File: src/rtl/j_systolic_array_ws.sv
// j_systolic_array_ws: weight-stationary COLS x ROWS signed MAC array with input/output skew,
// weight-load FSM and a global output stall. Define J_SA_SATURATE_EN to clamp outputs, else they wrap.
//
// state   | meaning
// S_IDLE  | no weight set since reset, inputs refused
// S_LOAD  | accepting ROWS weight beats, one row per beat
// S_RUN   | weights valid, input vectors accepted
// S_DRAIN | reload requested, waiting for in-flight vectors to leave with the old weights

module j_systolic_array_ws #(
    parameter int COLS       = 4,
    parameter int ROWS       = 4,
    parameter int DATA_WIDTH = 8,
    parameter int WGT_WIDTH  = 8,
    parameter int ACC_WIDTH  = 24,
    parameter int OUT_WIDTH  = 16
) (
    input  logic                      clk,
    input  logic                      reset,
    input  logic                      load_start,
    input  logic                      wgt_valid,
    output logic                      wgt_ready,
    input  logic [COLS*WGT_WIDTH-1:0] wgt_data,
    input  logic                      in_valid,
    output logic                      in_ready,
    input  logic [COLS*DATA_WIDTH-1:0] in_data,
    input  logic [ROWS*ACC_WIDTH-1:0] in_acc,
    output logic                      out_valid,
    input  logic                      out_ready,
    output logic [ROWS*OUT_WIDTH-1:0] out_data,
    output logic                      wgt_loaded,
    output logic                      busy
);

    localparam int LATENCY = COLS + ROWS;
    localparam int CNT_W   = (ROWS > 1) ? $clog2(ROWS) : 1;
    localparam int INF_W   = $clog2(LATENCY + 2);
    localparam logic [CNT_W-1:0] LAST_BEAT = CNT_W'(ROWS - 1);

    localparam logic [1:0] S_IDLE  = 2'd0;
    localparam logic [1:0] S_LOAD  = 2'd1;
    localparam logic [1:0] S_RUN   = 2'd2;
    localparam logic [1:0] S_DRAIN = 2'd3;

    logic [1:0]                state_q, state_d;
    logic [CNT_W-1:0]          beat_q, beat_d;
    logic                      wgt_loaded_q, wgt_loaded_d;
    logic [INF_W-1:0]          inflight_q, inflight_d;
    logic [WGT_WIDTH-1:0]      w_q [COLS][ROWS];
    logic [WGT_WIDTH-1:0]      w_d [COLS][ROWS];
    logic [LATENCY-1:0]        vld_q, vld_d;
    logic                      out_valid_q, out_valid_d;
    logic [ROWS*OUT_WIDTH-1:0] out_data_q, out_data_d;

    logic stall, adv, in_hs, out_hs, wgt_hs;

    logic [DATA_WIDTH-1:0] d_in    [COLS][ROWS];
    logic [ACC_WIDTH-1:0]  p_in    [ROWS][COLS+1];
    logic [ACC_WIDTH-1:0]  row_res [ROWS];

    assign stall      = out_valid_q & ~out_ready;
    assign adv        = ~stall;
    assign in_ready   = (state_q == S_RUN) & ~stall;
    assign wgt_ready  = (state_q == S_LOAD);
    assign in_hs      = in_valid & in_ready;
    assign out_hs     = out_valid_q & out_ready;
    assign wgt_hs     = wgt_valid & wgt_ready;
    assign out_valid  = out_valid_q;
    assign out_data   = out_data_q;
    assign wgt_loaded = wgt_loaded_q;
    assign busy       = (inflight_q != '0) | (state_q == S_LOAD) | (state_q == S_DRAIN);

    function automatic logic [OUT_WIDTH-1:0] to_out(input logic [ACC_WIDTH-1:0] a);
`ifdef J_SA_SATURATE_EN
        if ((a[ACC_WIDTH-1:OUT_WIDTH-1] == '0) || (a[ACC_WIDTH-1:OUT_WIDTH-1] == '1))
            return a[OUT_WIDTH-1:0];
        else if (a[ACC_WIDTH-1])
            return {1'b1, {(OUT_WIDTH-1){1'b0}}};
        else
            return {1'b0, {(OUT_WIDTH-1){1'b1}}};
`else
        return a[OUT_WIDTH-1:0];
`endif
    endfunction

    always_comb begin
        state_d      = state_q;
        beat_d       = beat_q;
        wgt_loaded_d = wgt_loaded_q;
        case (state_q)
            S_IDLE: begin
                if (load_start) begin
                    state_d      = S_LOAD;
                    beat_d       = '0;
                    wgt_loaded_d = 1'b0;
                end
            end
            S_LOAD: begin
                if (wgt_hs) begin
                    if (beat_q == LAST_BEAT) begin
                        state_d      = S_RUN;
                        beat_d       = '0;
                        wgt_loaded_d = 1'b1;
                    end else begin
                        beat_d = beat_q + CNT_W'(1);
                    end
                end
            end
            S_RUN: begin
                if (load_start) state_d = S_DRAIN;
            end
            S_DRAIN: begin
                if (inflight_q == '0) begin
                    state_d      = S_LOAD;
                    beat_d       = '0;
                    wgt_loaded_d = 1'b0;
                end
            end
            default: state_d = S_IDLE;
        endcase
    end

    always_comb begin
        w_d = w_q;
        if (wgt_hs) begin
            for (int i = 0; i < COLS; i++)
                w_d[i][beat_q] = wgt_data[i*WGT_WIDTH +: WGT_WIDTH];
        end
    end

    always_comb begin
        inflight_d = inflight_q;
        if (in_hs && !out_hs)
            inflight_d = inflight_q + INF_W'(1);
        else if (!in_hs && out_hs)
            inflight_d = inflight_q - INF_W'(1);
    end

    // Valid chain and output register move only when the output slot is free.
    always_comb begin
        vld_d       = vld_q;
        out_valid_d = out_valid_q;
        out_data_d  = out_data_q;
        if (adv) begin
            vld_d       = {vld_q[LATENCY-2:0], in_hs};
            out_valid_d = vld_q[LATENCY-1];
            for (int r = 0; r < ROWS; r++)
                out_data_d[r*OUT_WIDTH +: OUT_WIDTH] = to_out(row_res[r]);
        end
    end

    always_ff @(posedge clk or negedge reset) begin
        if (!reset) begin
            state_q      <= S_IDLE;
            beat_q       <= '0;
            wgt_loaded_q <= 1'b0;
            inflight_q   <= '0;
            w_q          <= '{default: '0};
            vld_q        <= '0;
            out_valid_q  <= 1'b0;
            out_data_q   <= '0;
        end else begin
            state_q      <= state_d;
            beat_q       <= beat_d;
            wgt_loaded_q <= wgt_loaded_d;
            inflight_q   <= inflight_d;
            w_q          <= w_d;
            vld_q        <= vld_d;
            out_valid_q  <= out_valid_d;
            out_data_q   <= out_data_d;
        end
    end

    // Column i enters row 0 i+1 cycles after the handshake.
    for (genvar gi = 0; gi < COLS; gi++) begin : g_col_skew
        logic [DATA_WIDTH-1:0] sk_q [gi+1];
        logic [DATA_WIDTH-1:0] sk_d [gi+1];
        always_comb begin
            sk_d = sk_q;
            if (adv) begin
                sk_d[0] = in_data[gi*DATA_WIDTH +: DATA_WIDTH];
                for (int k = 1; k <= gi; k++) sk_d[k] = sk_q[k-1];
            end
        end
        always_ff @(posedge clk or negedge reset) begin
            if (!reset) sk_q <= '{default: '0};
            else        sk_q <= sk_d;
        end
        assign d_in[gi][0] = sk_q[gi];
    end

    for (genvar gr = 0; gr < ROWS; gr++) begin : g_seed_skew
        logic [ACC_WIDTH-1:0] sk_q [gr+1];
        logic [ACC_WIDTH-1:0] sk_d [gr+1];
        always_comb begin
            sk_d = sk_q;
            if (adv) begin
                sk_d[0] = in_acc[gr*ACC_WIDTH +: ACC_WIDTH];
                for (int k = 1; k <= gr; k++) sk_d[k] = sk_q[k-1];
            end
        end
        always_ff @(posedge clk or negedge reset) begin
            if (!reset) sk_q <= '{default: '0};
            else        sk_q <= sk_d;
        end
        assign p_in[gr][0] = sk_q[gr];
    end

    for (genvar gi = 0; gi < COLS; gi++) begin : g_pe_col
        for (genvar gr = 0; gr < ROWS; gr++) begin : g_pe_row
            logic [ACC_WIDTH-1:0] psum_q, psum_d, prod;
            always_comb begin
                prod = {{(ACC_WIDTH-DATA_WIDTH){d_in[gi][gr][DATA_WIDTH-1]}}, d_in[gi][gr]}
                     * {{(ACC_WIDTH-WGT_WIDTH){w_q[gi][gr][WGT_WIDTH-1]}}, w_q[gi][gr]};
                psum_d = adv ? (p_in[gr][gi] + prod) : psum_q;
            end
            always_ff @(posedge clk or negedge reset) begin
                if (!reset) psum_q <= '0;
                else        psum_q <= psum_d;
            end
            assign p_in[gr][gi+1] = psum_q;

            if (gr < ROWS - 1) begin : g_fwd
                logic [DATA_WIDTH-1:0] data_q, data_d;
                always_comb data_d = adv ? d_in[gi][gr] : data_q;
                always_ff @(posedge clk or negedge reset) begin
                    if (!reset) data_q <= '0;
                    else        data_q <= data_d;
                end
                assign d_in[gi][gr+1] = data_q;
            end
        end
    end

    // Row r finishes r cycles after row 0; delay it so the whole vector lines up.
    for (genvar gr = 0; gr < ROWS; gr++) begin : g_deskew
        if (gr == ROWS - 1) begin : g_none
            assign row_res[gr] = p_in[gr][COLS];
        end else begin : g_dly
            logic [ACC_WIDTH-1:0] ds_q [ROWS-1-gr];
            logic [ACC_WIDTH-1:0] ds_d [ROWS-1-gr];
            always_comb begin
                ds_d = ds_q;
                if (adv) begin
                    ds_d[0] = p_in[gr][COLS];
                    for (int k = 1; k < ROWS - 1 - gr; k++) ds_d[k] = ds_q[k-1];
                end
            end
            always_ff @(posedge clk or negedge reset) begin
                if (!reset) ds_q <= '{default: '0};
                else        ds_q <= ds_d;
            end
            assign row_res[gr] = ds_q[ROWS-2-gr];
        end
    end

endmodule

File: config.mk
export PLATFORM = sky130hd
export DESIGN_NAME = j_systolic_array_ws
export DESIGN_NICKNAME = d
export VERILOG_FILES = /design/src/rtl/j_systolic_array_ws.sv
export SDC_FILE = /design/constraint.sdc
export NUM_CORES = 2
export LEC_CHECK = 0
export CORE_ASPECT_RATIO = 1.4
export CORE_MARGIN = 1.5
export CORE_UTILIZATION = 66
export CTS_CLUSTER_SIZE = 30
export DETAILED_ROUTE_END_ITERATION = 10
export DONT_BUFFER_PORTS = 1
export PLACE_DENSITY = 0.82
export RECOVER_POWER = 25
export SLEW_MARGIN = 15
export SYNTH_ARGS = -nofsm -noshare
export SYNTH_HDL_FRONTEND = slang
export SYNTH_SLANG_ARGS = --single-unit
File: constraint.sdc
create_clock -name clk -period 6.9 [get_ports clk]
set_input_delay 0.69 -clock clk [delete_from_list [all_inputs] [get_ports clk]]
set_output_delay 0.69 -clock clk [all_outputs]
set_load 0.02 [all_outputs]
==> reports/qor.yml <==
global_route:
  grt_pass1_vias: 57330
  grt_usage_pct: 28.12
  antenna_found_initial: 15
  grt_pass1_wl_um: 277700
  overflow: 0
  grt_max_degree: 899
logic_synthesis:
  yosys.area_share.simple_pct: 16.01
  synth_compound_area_share_pct: 5.194
  netlist.area_leader.share_pct: 28.58
  muxShareOfSynthArea_pct: 1.865
  synthArstFlopShare_pct: 100.0
  synth.area.top_cells: "fa_1 (29%), dfrtp_1 (28%), nand2_1 (10%)"
  ys_ff_latch: 898
  synth_edf_count: 0
  synth-adder-area-share_pct: 38.09
  synthXorXnorAreaFrac_pct: 3.464
  synth_flop_cell: "dfrtp_1"
  post-synth-top-area-cell: "fa_1"
  yosys_warnings: 0
  synth_top_family_by_area: "adder cells"
  synth_seq_area_share_pct: 28.22
  yosysUniqueCellTypes: 56
  syn_nets: 10130
  synthCells: 8217
  syn_avg_cell_area_um2: 9.692
  syn_area_um2: 79640
floorplan:
  die_h_um: 414
  ios: 235
  dieArea_um2: 122800
  initial_core_util_pct: 66.61
  rows: 150
  core_area_um2: 119600
  die_w_um: 296.6
setup_path:
  arrival_ns: 5.96
  path_class: "flop to flop"
  cp_cell_sequence: "and2_1 -> inv_1 -> fa_1 -> inv_1 -> fa_1 -> fa_1 -> fa_1 -> fa_1 -> ha_1 -> o211ai_1 -> nand2_1 -> a31o_2 -> a21oi_1 -> xor2_1 -> o21ai_0"
  r2r-end: "g_pe_col[0].g_pe_row[1].psum_q[13]"
  r2r-start: "g_pe_col[0].g_pe_row[0].g_fwd.data_q[7]"
  path_max_fanout: 10
  r2r_cells: 15
  endpoint_kind: "flop"
  cp.required_ns: 7.49
  startpoint_type: "flop"
  crit_path_top_delay_cell: "and2_1"
  crit_path_frequent_cell: "fa_1"
  r2r_slack_ns: 1.53
  cp_slowest_stage_delay_ns: 0.59
cts:
  cts_tree: "yes"
  cts-htree-levels: 3
  path_clk_slew_ns: 0.07
  numClockSinks: 898
  cts_buffers: 89
  cts_resized: 0
  insertion_delay_ns: 0.75
  cts_buffer_depth: 3
  root_buffer: "clkbuf_16"
  postCtsSetupBuffers: 0
placement:
  globalplace.congestion: 0.8915
  hpwl_um: 127100
  io_buffer_count: 0
  dpl-instance-area_um2: 80480
cells_and_area:
  area_growth_pct: 5.216
  layout.nets: 9892
  drive_above_1_share_pct: 4.171
  final_common_cell: "nand2_1"
  final.fill_count: 8766
  mostFrequentLayoutCells: "nand2_1 (2190), fa_1 (1137), inv_1 (1130)"
  stdcell_area_um2: 83790
drt:
  route.detailed.drc: 0
  route.vias.total: 53170
  wl_per_cell_um: 16.98
  drt-initial-drc-count: 2945
  drt-pass1-iter-count: 7
  drt_wl_total_um: 164900
  viasPerCell: 5.475
  ant_nets: 0
run:
  maxCapViolCount: 0
timing:
  rsz0062_at_grt: "no"
  setup_violations: 0
  skew_ns: 0.04737
  fin_setup_tns_ns: 0
  tightest_slew_ns: 3.826
  max_freq_mhz: 186.2
  finalCriticalPeriod_ns: 5.370
  hold_slack_ns: -0.3194
  period_share_pct: 77.83
  relSlewSlack_pct: -155.1
  hold_violations: 480
  maxSlewViolCount: 444
run_status:
  failed_checks: "negative hold slack, max-slew violations"
  status: "complete, but fails checks"
hold_path:
  min_path_type: "primary input to asynchronous set/reset pin"
-- layout make-up --
type,instances,area (um^2),area share (%)
Timing Repair Buffer,16,220.2,0.2628
Inverter,1143,4290,5.120
Clock inverter,46,650.6,0.7765
Antenna cell,59,147.6,0.1762
Tap cell,1596,1997,2.383
Clock buffer,117,2515,3.001
Sequential cell,898,22470,26.82
Multi-Input combinational cell,5836,51500,61.46
-- worst max-delay path by stage --
stage,from,depth (start not counted),slack [ns],to
after floorplan,g_pe_col[3].g_pe_row[0].g_fwd.data_q[7],16,1.92,g_pe_col[3].g_pe_row[1].psum_q[13]
after global placement,g_pe_col[0].g_pe_row[0].g_fwd.data_q[7],15,1.65,g_pe_col[0].g_pe_row[1].psum_q[15]
after detailed placement,g_pe_col[0].g_pe_row[0].g_fwd.data_q[7],15,1.53,g_pe_col[0].g_pe_row[1].psum_q[15]
after CTS,g_pe_col[0].g_pe_row[0].g_fwd.data_q[7],15,1.51,g_pe_col[0].g_pe_row[1].psum_q[15]
after global routing,g_pe_col[0].g_pe_row[0].g_fwd.data_q[7],15,1.21,g_pe_col[0].g_pe_row[1].psum_q[15]
final,g_pe_col[0].g_pe_row[0].g_fwd.data_q[7],15,1.53,g_pe_col[0].g_pe_row[1].psum_q[13]
-- state kept, by name (all words and copies together) (netlist names) --
register	count
out_data	64
vld_q	8
g_seed_skew.sk_q	160
out_valid	1
d_in	24
g_pe_col.g_pe_row.g_fwd.data_q	96
state_q	2
beat_q	2
g_pe_col.g_pe_row.psum_q	256
wgt_loaded	1
g_deskew.g_dly.ds_q	96
w_q	128
inflight_q	4
g_col_skew.sk_q	56
-- cell usage after synthesis (2+ instances only) --
| master | n |
|---|---|
| nand2_1 | 2190 |
| fa_1 | 1137 |
| inv_1 | 1130 |
| dfrtp_1 | 898 |
| ha_1 | 605 |
| and2_1 | 510 |
| clkbuf_1 | 238 |
| o21ai_0 | 233 |
| xnor2_1 | 220 |
| nor2_1 | 188 |
| mux2_2 | 131 |
| a21oi_1 | 123 |
| xor2_1 | 95 |
| buf_2 | 88 |
| a21o_1 | 74 |
| o21a_1 | 67 |
| o21bai_1 | 38 |
| nand2b_1 | 34 |
| a211oi_1 | 25 |
| o21ai_1 | 18 |
| nand3_1 | 15 |
| o211ai_1 | 15 |
| o31ai_1 | 15 |
| or3_1 | 15 |
| clkinv_1 | 13 |
| nor3_1 | 12 |
| buf_1 | 11 |
| nor4_1 | 8 |
| o41ai_2 | 8 |
| a211oi_2 | 7 |
| and3_1 | 7 |
| a31o_1 | 5 |
| a31o_2 | 4 |
| a31oi_1 | 4 |
| nand4_1 | 4 |
| o22ai_1 | 4 |
| nor2b_1 | 3 |
| a21boi_2 | 2 |
| a221oi_1 | 2 |
| buf_6 | 2 |
| o21ba_2 | 2 |
| o31a_1 | 2 |
| or2_2 | 2 |
-- critical path: cells and delay by family, from the launching register on --
family                     cells  cell delay (ns)
DFF                            1             0.54
adders and majority gates      6             2.77
AOI/OAI and AO/OA              4             0.76
xor gates and xnor gates       1             0.27
and+or+nand+nor                2             0.70
buffers and inverters          2             0.17
-- kinds of logic after synthesis --
family	count (synthesis)
AOI/OAI and AO/OA	654
and+or+nand+nor	2993
buffers and inverters	1483
adders and majority gates	1742
xor gates and xnor gates	315
muxes	132
DFF	898
-- metal layers --
layer / wire [um] / global-route usage [%] / up-vias
li1: - / - / 24570
met1: 63230 / 33.07 / 27130
met2: 87660 / 50.74 / 1081
met3: 6809 / 3.966 / 389
met4: 7167 / 12.39 / 6
met5: 42 / 0 / -
-- stage by stage --
stage	std cells	hold WS [ns]	utilization [%]	setup WS, ns
3_5_place_dp	9489	0.4361	67.31	1.530
6_report	9711	-0.3194	70.09	1.530
5_1_grt	9708	-0.3284	70.08	1.215
2_1_floorplan	8217	0.3944	-	1.919
4_1_cts	9652	-0.3459	69.96	1.512
3_3_place_gp	9489	0.4334	67.31	1.647
Power is left out: the tool's default activity adds up to more than one toggle a clock period on the data nets, which glitch-free logic cannot reach.
